$ cat config.mk
export PLATFORM = sky130hd
export DESIGN_NAME = pipeline_stall_ctrl
export DESIGN_NICKNAME = d
export VERILOG_FILES = /design/src/rtl/pipe_ctrl_pkg.sv /design/src/rtl/pipe_wait_timer.sv /design/src/rtl/pipeline_stall_ctrl.sv
export SDC_FILE = /design/constraint.sdc
export NUM_CORES = 1
export LEC_CHECK = 0
export ABC_CLOCK_PERIOD_IN_PS = 6650
export CAP_MARGIN = 20
export CORE_ASPECT_RATIO = 1.25
export CORE_MARGIN = 2
export CORE_UTILIZATION = 40
export DETAILED_ROUTE_END_ITERATION = 16
export PLACE_DENSITY = 0.86
export SYNTH_ARGS = -nofsm -noshare
export SYNTH_HDL_FRONTEND = slang
export SYNTH_HIERARCHICAL = 1
export SYNTH_SLANG_ARGS = --single-unit
$ cat constraint.sdc
create_clock -name clk -period 6.65 [get_ports clk]
set_input_delay 1.33 -clock clk [delete_from_list [all_inputs] [get_ports clk]]
set_output_delay 1.33 -clock clk [all_outputs]
set_load 0.02 [all_outputs]
$ cat src/rtl/pipe_ctrl_pkg.sv
// +----------------------------------------------------------------------+
// | pipe_ctrl_pkg : shared types and defaults for the pipeline stall      |
// |                 sequencer                                            |
// | Rev 1.0                                                              |
// +----------------------------------------------------------------------+
`default_nettype none

package pipe_ctrl_pkg;

  typedef enum logic [1:0] {
    RUN       = 2'd0,
    DMEM_WAIT = 2'd1,
    IMEM_WAIT = 2'd2,
    HALT      = 2'd3
  } pipe_state_t;

  localparam int unsigned MAX_WAIT_DEFAULT = 15;

endpackage

`default_nettype wire

$ cat src/rtl/pipe_wait_timer.sv
// +----------------------------------------------------------------------+
// | pipe_wait_timer : memory-wait cycle counter with expiry detection     |
// | Rev 1.0                                                              |
// +----------------------------------------------------------------------+
`default_nettype none

module pipe_wait_timer #(
  parameter int unsigned MAX_WAIT = 15,
  parameter int unsigned WAIT_W   = $clog2(MAX_WAIT + 1)
) (
  input  logic              clk,
  input  logic              rst_n,
  input  logic              clr,
  input  logic              en,
  output logic [WAIT_W-1:0] wait_cnt,
  output logic              expire
);

  localparam logic [WAIT_W-1:0] LIMIT = WAIT_W'(MAX_WAIT - 1);
  localparam logic [WAIT_W-1:0] SAT   = WAIT_W'(MAX_WAIT);

  logic [WAIT_W-1:0] wait_cnt_q;
  logic [WAIT_W-1:0] wait_cnt_d;

  // Saturates at MAX_WAIT so the count can never wrap back into range.
  always_comb begin
    wait_cnt_d = wait_cnt_q;
    if (clr) begin
      wait_cnt_d = '0;
    end else if (en && (wait_cnt_q != SAT)) begin
      wait_cnt_d = wait_cnt_q + WAIT_W'(1);
    end
  end

  always_ff @(posedge clk or negedge rst_n) begin
    if (!rst_n) begin
      wait_cnt_q <= '0;
    end else begin
      wait_cnt_q <= wait_cnt_d;
    end
  end

  assign wait_cnt = wait_cnt_q;
  assign expire   = en && (wait_cnt_q == LIMIT);

endmodule

`default_nettype wire

$ cat src/rtl/pipeline_stall_ctrl.sv
// +----------------------------------------------------------------------+
// | pipeline_stall_ctrl : merges hazard and memory-wait requests into     |
// |                       per-stage stall/flush controls with timeout.    |
// | Optional macro PIPE_PERF_CNT_EN builds the stall/flush counters.      |
// | Rev 1.0                                                              |
// +----------------------------------------------------------------------+
`default_nettype none

module pipeline_stall_ctrl
  import pipe_ctrl_pkg::*;
#(
  parameter int unsigned MAX_WAIT = MAX_WAIT_DEFAULT,
  parameter int unsigned CNT_W    = 32
) (
  input  logic             clk,
  input  logic             rst_n,
  input  logic             lu_hazard,
  input  logic             br_taken_ex,
  input  logic             imem_ack,
  input  logic             dmem_req,
  input  logic             dmem_ack,
  output logic             stall_if,
  output logic             stall_id,
  output logic             stall_ex,
  output logic             stall_mem,
  output logic             flush_id,
  output logic             flush_ex,
  output logic             flush_wb,
  output logic             mem_err,
  output logic [CNT_W-1:0] stall_cycles,
  output logic [CNT_W-1:0] flush_count
);

  localparam int unsigned WAIT_W = $clog2(MAX_WAIT + 1);

  pipe_state_t state_q, state_d;
  logic        drop_fetch_q, drop_fetch_d;
  logic        mem_err_q, mem_err_d;

  logic s_if, s_id, s_ex, s_mem, f_id, f_ex, f_wb;
  logic br_flush;
  logic dmem_stall;
  logic expire;
  logic [WAIT_W-1:0] wait_cnt_unused;

  assign dmem_stall = dmem_req && !dmem_ack;

  always_comb begin
    state_d      = state_q;
    drop_fetch_d = drop_fetch_q;
    mem_err_d    = mem_err_q;
    s_if         = 1'b0;
    s_id         = 1'b0;
    s_ex         = 1'b0;
    s_mem        = 1'b0;
    f_id         = 1'b0;
    f_ex         = 1'b0;
    f_wb         = 1'b0;
    br_flush     = 1'b0;
    case (state_q)
      RUN: begin
        if (dmem_stall) begin
          {s_if, s_id, s_ex, s_mem} = 4'hF;
          f_wb    = 1'b1;
          state_d = DMEM_WAIT;
        end else if (br_taken_ex) begin
          f_id     = 1'b1;
          f_ex     = 1'b1;
          br_flush = 1'b1;
        end else if (!imem_ack) begin
          s_if    = 1'b1;
          f_id    = 1'b1;
          state_d = IMEM_WAIT;
        end else if (lu_hazard) begin
          s_if = 1'b1;
          s_id = 1'b1;
          f_ex = 1'b1;
        end
      end
      // EX is frozen here, so a taken branch is simply re-presented later.
      DMEM_WAIT: begin
        if (dmem_ack) begin
          state_d = RUN;
        end else begin
          {s_if, s_id, s_ex, s_mem} = 4'hF;
          f_wb = 1'b1;
          if (expire) begin
            mem_err_d = 1'b1;
            state_d   = HALT;
          end
        end
      end
      IMEM_WAIT: begin
        s_if = 1'b1;
        f_id = 1'b1;
        if (imem_ack) begin
          // A fetch issued before a taken branch is stale and must be dropped.
          s_if         = 1'b0;
          f_id         = drop_fetch_q || br_taken_ex;
          f_ex         = br_taken_ex;
          br_flush     = br_taken_ex;
          drop_fetch_d = 1'b0;
          state_d      = RUN;
        end else if (expire) begin
          mem_err_d = 1'b1;
          state_d   = HALT;
        end else if (dmem_stall) begin
          {s_if, s_id, s_ex, s_mem} = 4'hF;
          f_id    = 1'b0;
          f_wb    = 1'b1;
          state_d = DMEM_WAIT;
        end else if (br_taken_ex) begin
          f_ex         = 1'b1;
          drop_fetch_d = 1'b1;
          br_flush     = 1'b1;
        end
      end
      HALT: begin
        {s_if, s_id, s_ex, s_mem} = 4'hF;
      end
      default: begin
        state_d = RUN;
      end
    endcase
  end

  always_ff @(posedge clk or negedge rst_n) begin
    if (!rst_n) begin
      state_q      <= RUN;
      drop_fetch_q <= 1'b0;
      mem_err_q    <= 1'b0;
    end else begin
      state_q      <= state_d;
      drop_fetch_q <= drop_fetch_d;
      mem_err_q    <= mem_err_d;
    end
  end

  pipe_wait_timer #(
    .MAX_WAIT (MAX_WAIT),
    .WAIT_W   (WAIT_W)
  ) u_wait_timer (
    .clk      (clk),
    .rst_n    (rst_n),
    .clr      (state_d != state_q),
    .en       ((state_q == DMEM_WAIT) || (state_q == IMEM_WAIT)),
    .wait_cnt (wait_cnt_unused),
    .expire   (expire)
  );

  // Outputs are held low for the whole time reset is asserted.
  assign stall_if  = rst_n && s_if;
  assign stall_id  = rst_n && s_id;
  assign stall_ex  = rst_n && s_ex;
  assign stall_mem = rst_n && s_mem;
  assign flush_id  = rst_n && f_id;
  assign flush_ex  = rst_n && f_ex;
  assign flush_wb  = rst_n && f_wb;
  assign mem_err   = mem_err_q;

`ifdef PIPE_PERF_CNT_EN
  logic [CNT_W-1:0] stall_cycles_q, stall_cycles_d;
  logic [CNT_W-1:0] flush_count_q, flush_count_d;

  always_comb begin
    stall_cycles_d = stall_cycles_q + (s_if ? CNT_W'(1) : CNT_W'(0));
    flush_count_d  = flush_count_q + (br_flush ? CNT_W'(1) : CNT_W'(0));
  end

  always_ff @(posedge clk or negedge rst_n) begin
    if (!rst_n) begin
      stall_cycles_q <= '0;
      flush_count_q  <= '0;
    end else begin
      stall_cycles_q <= stall_cycles_d;
      flush_count_q  <= flush_count_d;
    end
  end

  assign stall_cycles = stall_cycles_q;
  assign flush_count  = flush_count_q;
`else
  logic perf_unused;
  assign perf_unused  = br_flush;
  assign stall_cycles = '0;
  assign flush_count  = '0;
`endif

endmodule

`default_nettype wire

==> flow_summary.yaml, run 1 <==
synthesis:
  synth.distinct_cells: 40
  synth_compound_area_share_pct: 19.1
  synth_edf_count: 0
  syn-instance-count: 154
  synth_xor_area_share_pct: 0
  synth_fa_ha_area_share_pct: 5.89
  ys_seq_elements: 8
  synthSimpleGateAreaFrac_pct: 14.1
  synth-seq-area-share_pct: 15.7
  avgSynthCellArea_um2: 8.27
  synth_top_family_by_area: "buffers and inverters"
  async_reset_ff_share_pct: 100
  netlist_area_um2: 1270
  synth_mux_area_share_pct: 2.36
  ys.flop_type: "dfrtp_1"
  yosys_warnings: 6
floorplan:
  die_h_um: 67.1
  die_area_um2: 3650
  ioPinCount: 79
  num_rows: 22
  start_util_pct: 42.5
  die_w_um: 54.5
  fp.coreArea_um2: 3000
min_path:
  hold_path_class: "flip-flop to flip-flop"
  hold_depth: 1
  min_from: "mem_err"
  hold_path_end: "mem_err"
cts:
  cts_hold_buffers: 0
  cts_buffer_depth: 2
  cts_setup_buffers: 0
  cts_resized: 0
  clk-insertion-delay-late_ns: 0.25
  cts_tree: "built"
  cts.clk_slew.worst_paths_ns: 0.05
  htree_levels: 1
  cts_sinks: 8
  cts_buffers: 3
  ctsRootBufferMaster: "clkbuf_4"
detailed_routing:
  antenna_left: 0
  drt_first_pass_iters: 4
  routedWlPerCell_um: 9.62
  post_drt_via_cell_ratio: 4.26
  drc: 0
  wl_mm: 1.94
  drt-initial-drc-count: 11
  via_count: 860
worst_setup_path:
  r2r-end: "u_wait_timer/wait_cnt[0]"
  r2r_setup_slack_ns: 3.83
  cp_max_fo: 9
  reg2reg_depth: 10
  worst_setup_path_end_kind: "output pin"
  critPathArrivalTime_ns: 3.26
  cp.required_ns: 5.32
  worstSetupPathType: "primary input to output pin"
  start_kind: "primary input"
  r2r-start: "state_q[0]"
final_layout:
  drive_above_1_share_pct: 10.8
  area_growth_pct: -5.30
  final_cell_mix: "conb_1 (64), clkdlybuf4s50_1 (14), nor2_1 (9), a21oi_1 (9), dfrtp_1 (8)"
  num-nets-final: 181
  final_cells: 202
  n_antenna_cell: 0
  final_common_cell: "conb_1"
  fill_cells: 309
sta:
  fin_tns_setup_ns: 0
  rsz0062_at_grt: "no"
  skew_ns: 0.00211
  clock.fmax_mhz: 218
  period_share_pct: 69.0
  finalCriticalPeriod_ns: 4.59
  slew_viol_final: 0
  hold_viol: 0
  setup_viol: 0
placed_design:
  place.gp.congestion: 0.784
  dp_cells: 199
  hpwl_mm: 1.65
  io_buffer_count: 14
pwr:
  p_switching_uw: 203
  intPower_uw: 201
  powerDensity_nw_per_um2: 335
  power_frac_seq_pct: 19.9
  power.total_uw: 404
  p_clk_share_pct: 8.9
  switching_share_pct: 50.2
  p_comb_share_pct: 71.2
  leakage_uw: 0.000602
  vdd_drop_max_uv: 159
global_routing:
  use_met1_pct: 10.7
  antenna_found_initial: 0
  grt_max_degree: 14
  grt_util_met2_pct: 20.3
  grt_usage_pct: 11.4
  grt_pass1_vias: 668
  grt_use_met3_pct: 2.91
  overflow: 0
  busiest_layer: "met2"
  grt_pass1_wl_mm: 2.90
run_status:
  status: "finished clean"
run:
  max_cap_violations: 0
-- per-stage QoR --
stage                     util [%]  hold WS [ns]  area (µm²)  setup WS [ns]
after floorplan                  -         0.491        1510           2.94
after global placement        39.4         0.459        1180           2.09
after detailed placement      39.4         0.463        1180           2.07
after CTS                     40.2         0.473        1210           2.06
after global routing          40.2         0.499        1210           1.92
final                         40.2         0.470        1210           2.06
-- power groups by stage --
stage,sequential (µW),combinational (µW),clock (µW)
after floorplan,75.9,261,0
after global placement,79.9,277,0
after detailed placement,80.7,287,0
after CTS,80.3,288,37.7
after global routing,83.4,318,41.3
final,80.5,287,35.9
-- sequential cells by signal (all words and copies together) (netlist names) --
signal                 flops
u_wait_timer/wait_cnt      4
state_q                    2
drop_fetch_q               1
mem_err                    1
-- critical path, stage by stage --
cell             delay [ns]
clkdlybuf4s50_1        0.55
nand2b_4               0.22
nor3b_1                0.20
o21ai_1                0.11
nand2_1                0.08
and3_1                 0.17
clkdlybuf4s50_1        0.60
-- layout make-up --
type                            count  area [µm²]  share of cell area (%)
Timing Repair Buffer               14         140                    11.6
Sequential cell                     8         200                    16.6
Multi-Input combinational cell    133         768                    63.7
Tap cell                           36        45.0                    3.73
Clock buffer                        3        22.5                    1.87
Inverter                            8        30.0                    2.49
-- cell families (layout without fill, tap and decap cells) --
group                    Yosys count  after routing
AO/OA/AOI/OAI                     31             31
buffers and inverters             76             25
flip-flops                         8              8
multiplexers                       2              2
AND/OR/NAND/NOR                   30             30
other                              1             64
adder cells (fa/ha/maj)            6              6
-- worst max path at each step --
| stage | to | from |
|---|---|---|
| 6_report | stall_ex | imem_ack |
| 5_1_grt | stall_mem | imem_ack |
| 4_1_cts | stall_ex | imem_ack |
| 3_5_place_dp | stall_ex | imem_ack |
| 3_3_place_gp | stall_ex | imem_ack |
| 2_1_floorplan | stall_mem | imem_ack |
-- Yosys cell counts (2+ instances only) --
master    number  share of area, %
nor2_1         9               2.7
a21oi_1        9               3.5
o211ai_1       2               1.2
o21ai_0        2              0.79
nand2_1        5               1.5
dfrtp_1        8                16
ha_1           6               5.9
and3_1         2              0.98
buf_4         66                39
a31oi_1        2              0.98
o21ai_1        4               1.6
inv_1          7               2.1
a211oi_1       3               1.8
nor2b_1        2              0.98
mux2_4         2               2.4
-- per-layer routing --
| metal | wire length (µm) | vias up |
|---|---|---|
| met1 | 645 | 387 |
| li1 | - | 410 |
| met2 | 1070 | 59 |
| met5 | 0 | - |
| met4 | 40 | 0 |
| met3 | 184 | 4 |
Note: power is estimated with default switching activity, not from simulation.
==> run 2, diff against run 1 <==
ABC_CLOCK_PERIOD_IN_PS = 4500   (was 6650)
CORE_UTILIZATION = 37   (was 40)
PLACE_DENSITY = 0.81   (was 0.86)
clock period = 4.5 ns   (was 6.65 ns; I/O delays follow)
==> flow_summary.yaml, run 2 (same netlist as run 1, synthesis figures left out) <==
final_layout:
  num-nets-final: 182
  drive_above_1_share_pct: 11.4
  final_cells: 204
  area_growth_pct: -3.14
  final_common_cell: "conb_1"
  final_cell_mix: "conb_1 (64), clkdlybuf4s50_1 (14), nor2_1 (9), a21oi_1 (9), dfrtp_1 (8)"
  n_antenna_cell: 0
  largest_register_ffs: 4
  fill_cells: 354
global_routing:
  grt_usage_pct: 9.40
  grt_pass1_vias: 683
  grt_pass1_wl_mm: 2.93
  antenna_found_initial: 0
  overflow: 0
  grt_max_degree: 14
sta:
  slew_viol_final: 0
  skew_ns: 0.00250
  fin_tns_setup_ns: 0
  period_share_pct: 82.8
  rsz0062_at_grt: "no"
  setup_viol: 0
  hold_viol: 0
  finalCriticalPeriod_ns: 3.73
  clock.fmax_mhz: 268
pwr:
  powerDensity_nw_per_um2: 508
  vdd_drop_max_uv: 255
  leakage_uw: 0.000614
run:
  max_cap_violations: 0
cts:
  cts_resized: 0
  cts.clk_slew.worst_paths_ns: 0.04
  cts_hold_buffers: 0
  ctsRootBufferMaster: "clkbuf_8"
  htree_levels: 1
  cts_tree: "built"
  cts_sinks: 8
  clk-insertion-delay-late_ns: 0.23
  cts_setup_buffers: 0
  cts_buffers: 3
  cts_buffer_depth: 2
floorplan:
  die_w_um: 56.5
  fp.coreArea_um2: 3250
  ioPinCount: 79
  num_rows: 23
  die_h_um: 69.6
  die_area_um2: 3930
  start_util_pct: 39.2
detailed_routing:
  via_count: 849
  routedWlPerCell_um: 9.53
  drc: 0
  post_drt_via_cell_ratio: 4.16
  wl_mm: 1.94
  antenna_left: 0
  drt_first_pass_iters: 4
  drt-initial-drc-count: 11
worst_setup_path:
  critPathArrivalTime_ns: 2.83
  crit_slowest_cell: "clkdlybuf4s50_1"
  start_kind: "primary input"
  worst_setup_path_end_kind: "output pin"
  worstSetupPathType: "primary input to output pin"
  cp_max_fo: 9
  cp_common_cell: "clkdlybuf4s50_1"
  cp.required_ns: 3.60
  max_stage_delay_ns: 0.60
  path_cells: "clkdlybuf4s50_1 -> nand2b_4 -> nor3b_1 -> o21ai_1 -> nand2_1 -> and3_1 -> clkdlybuf4s50_1"
run_status:
  status: "finished clean"
placed_design:
  dp_cells: 201
  io_buffer_count: 14
  hpwl_mm: 1.58
  place.gp.congestion: 0.820
min_path:
  hold_path_class: "flip-flop to flip-flop"
## run 2: cell count changes in the layout (fill, tap and decap cells not counted), sizes merged
cell  delta
buf      +1
## run 2: routing by layer
| layer | GRT usage (%) | up-vias | routed length [µm] |
|---|---|---|---|
| met5 | 0 | - | 0 |
| met4 | 4.76 | 0 | 23 |
| met3 | 3.17 | 4 | 195 |
| met2 | 16.1 | 50 | 966 |
| met1 | 9.99 | 379 | 759 |
| li1 | - | 416 | - |
## run 2: worst paths after layout
check | from | end | slack, ns | cells after the start
setup reg to reg | state_q[0] | u_wait_timer/wait_cnt[0] | 1.71 | 10
setup / recovery | imem_ack | stall_mem | 0.77 | 7
hold reg to reg | mem_err | mem_err | 0.48 | 1
max in group asynchronous | rst_n | u_wait_timer/wait_cnt[0] | 3.37 | 2
hold / removal | mem_err | mem_err | 0.48 | 1
min in group asynchronous | rst_n | u_wait_timer/wait_cnt[2] | 0.98 | 2
## run 2: area by class of cell
type	count	area (µm²)	area share [%]
multi-input cells	133	768	62.3
inverters	8	30.0	2.43
flip-flops and latches	8	200	16.2
repair buffers	15	148	12.0
clock buffers	3	41.3	3.35
well taps	37	46.3	3.75
## run 2: metrics by stage
stage / hold WS (ns) / utilization (%) / total power (µW) / cell area, µm² / setup slack (ns)
after floorplan: 0.491 / - / 497 / 1510 / 1.64
after global placement: 0.471 / 36.7 / 532 / 1190 / 0.773
after detailed placement: 0.470 / 36.7 / 543 / 1190 / 0.774
after CTS: 0.484 / 37.9 / 631 / 1230 / 0.770
after global routing: 0.500 / 37.9 / 681 / 1230 / 0.651
final: 0.476 / 37.9 / 627 / 1230 / 0.774
## run 2: report_power, final
| part | internal (µW) | switching (µW) |
|---|---|---|
| combinational | 175 | 249 |
| sequential | 92.8 | 24.4 |
| clock | 57.9 | 28.3 |
| total | 325 | 301 |
## run 2: worst max-delay path: cells and delay by family
family	cells	cell delay, ns
compound gates	1	0.10
simple gates	4	0.68
buf+inv	2	1.14
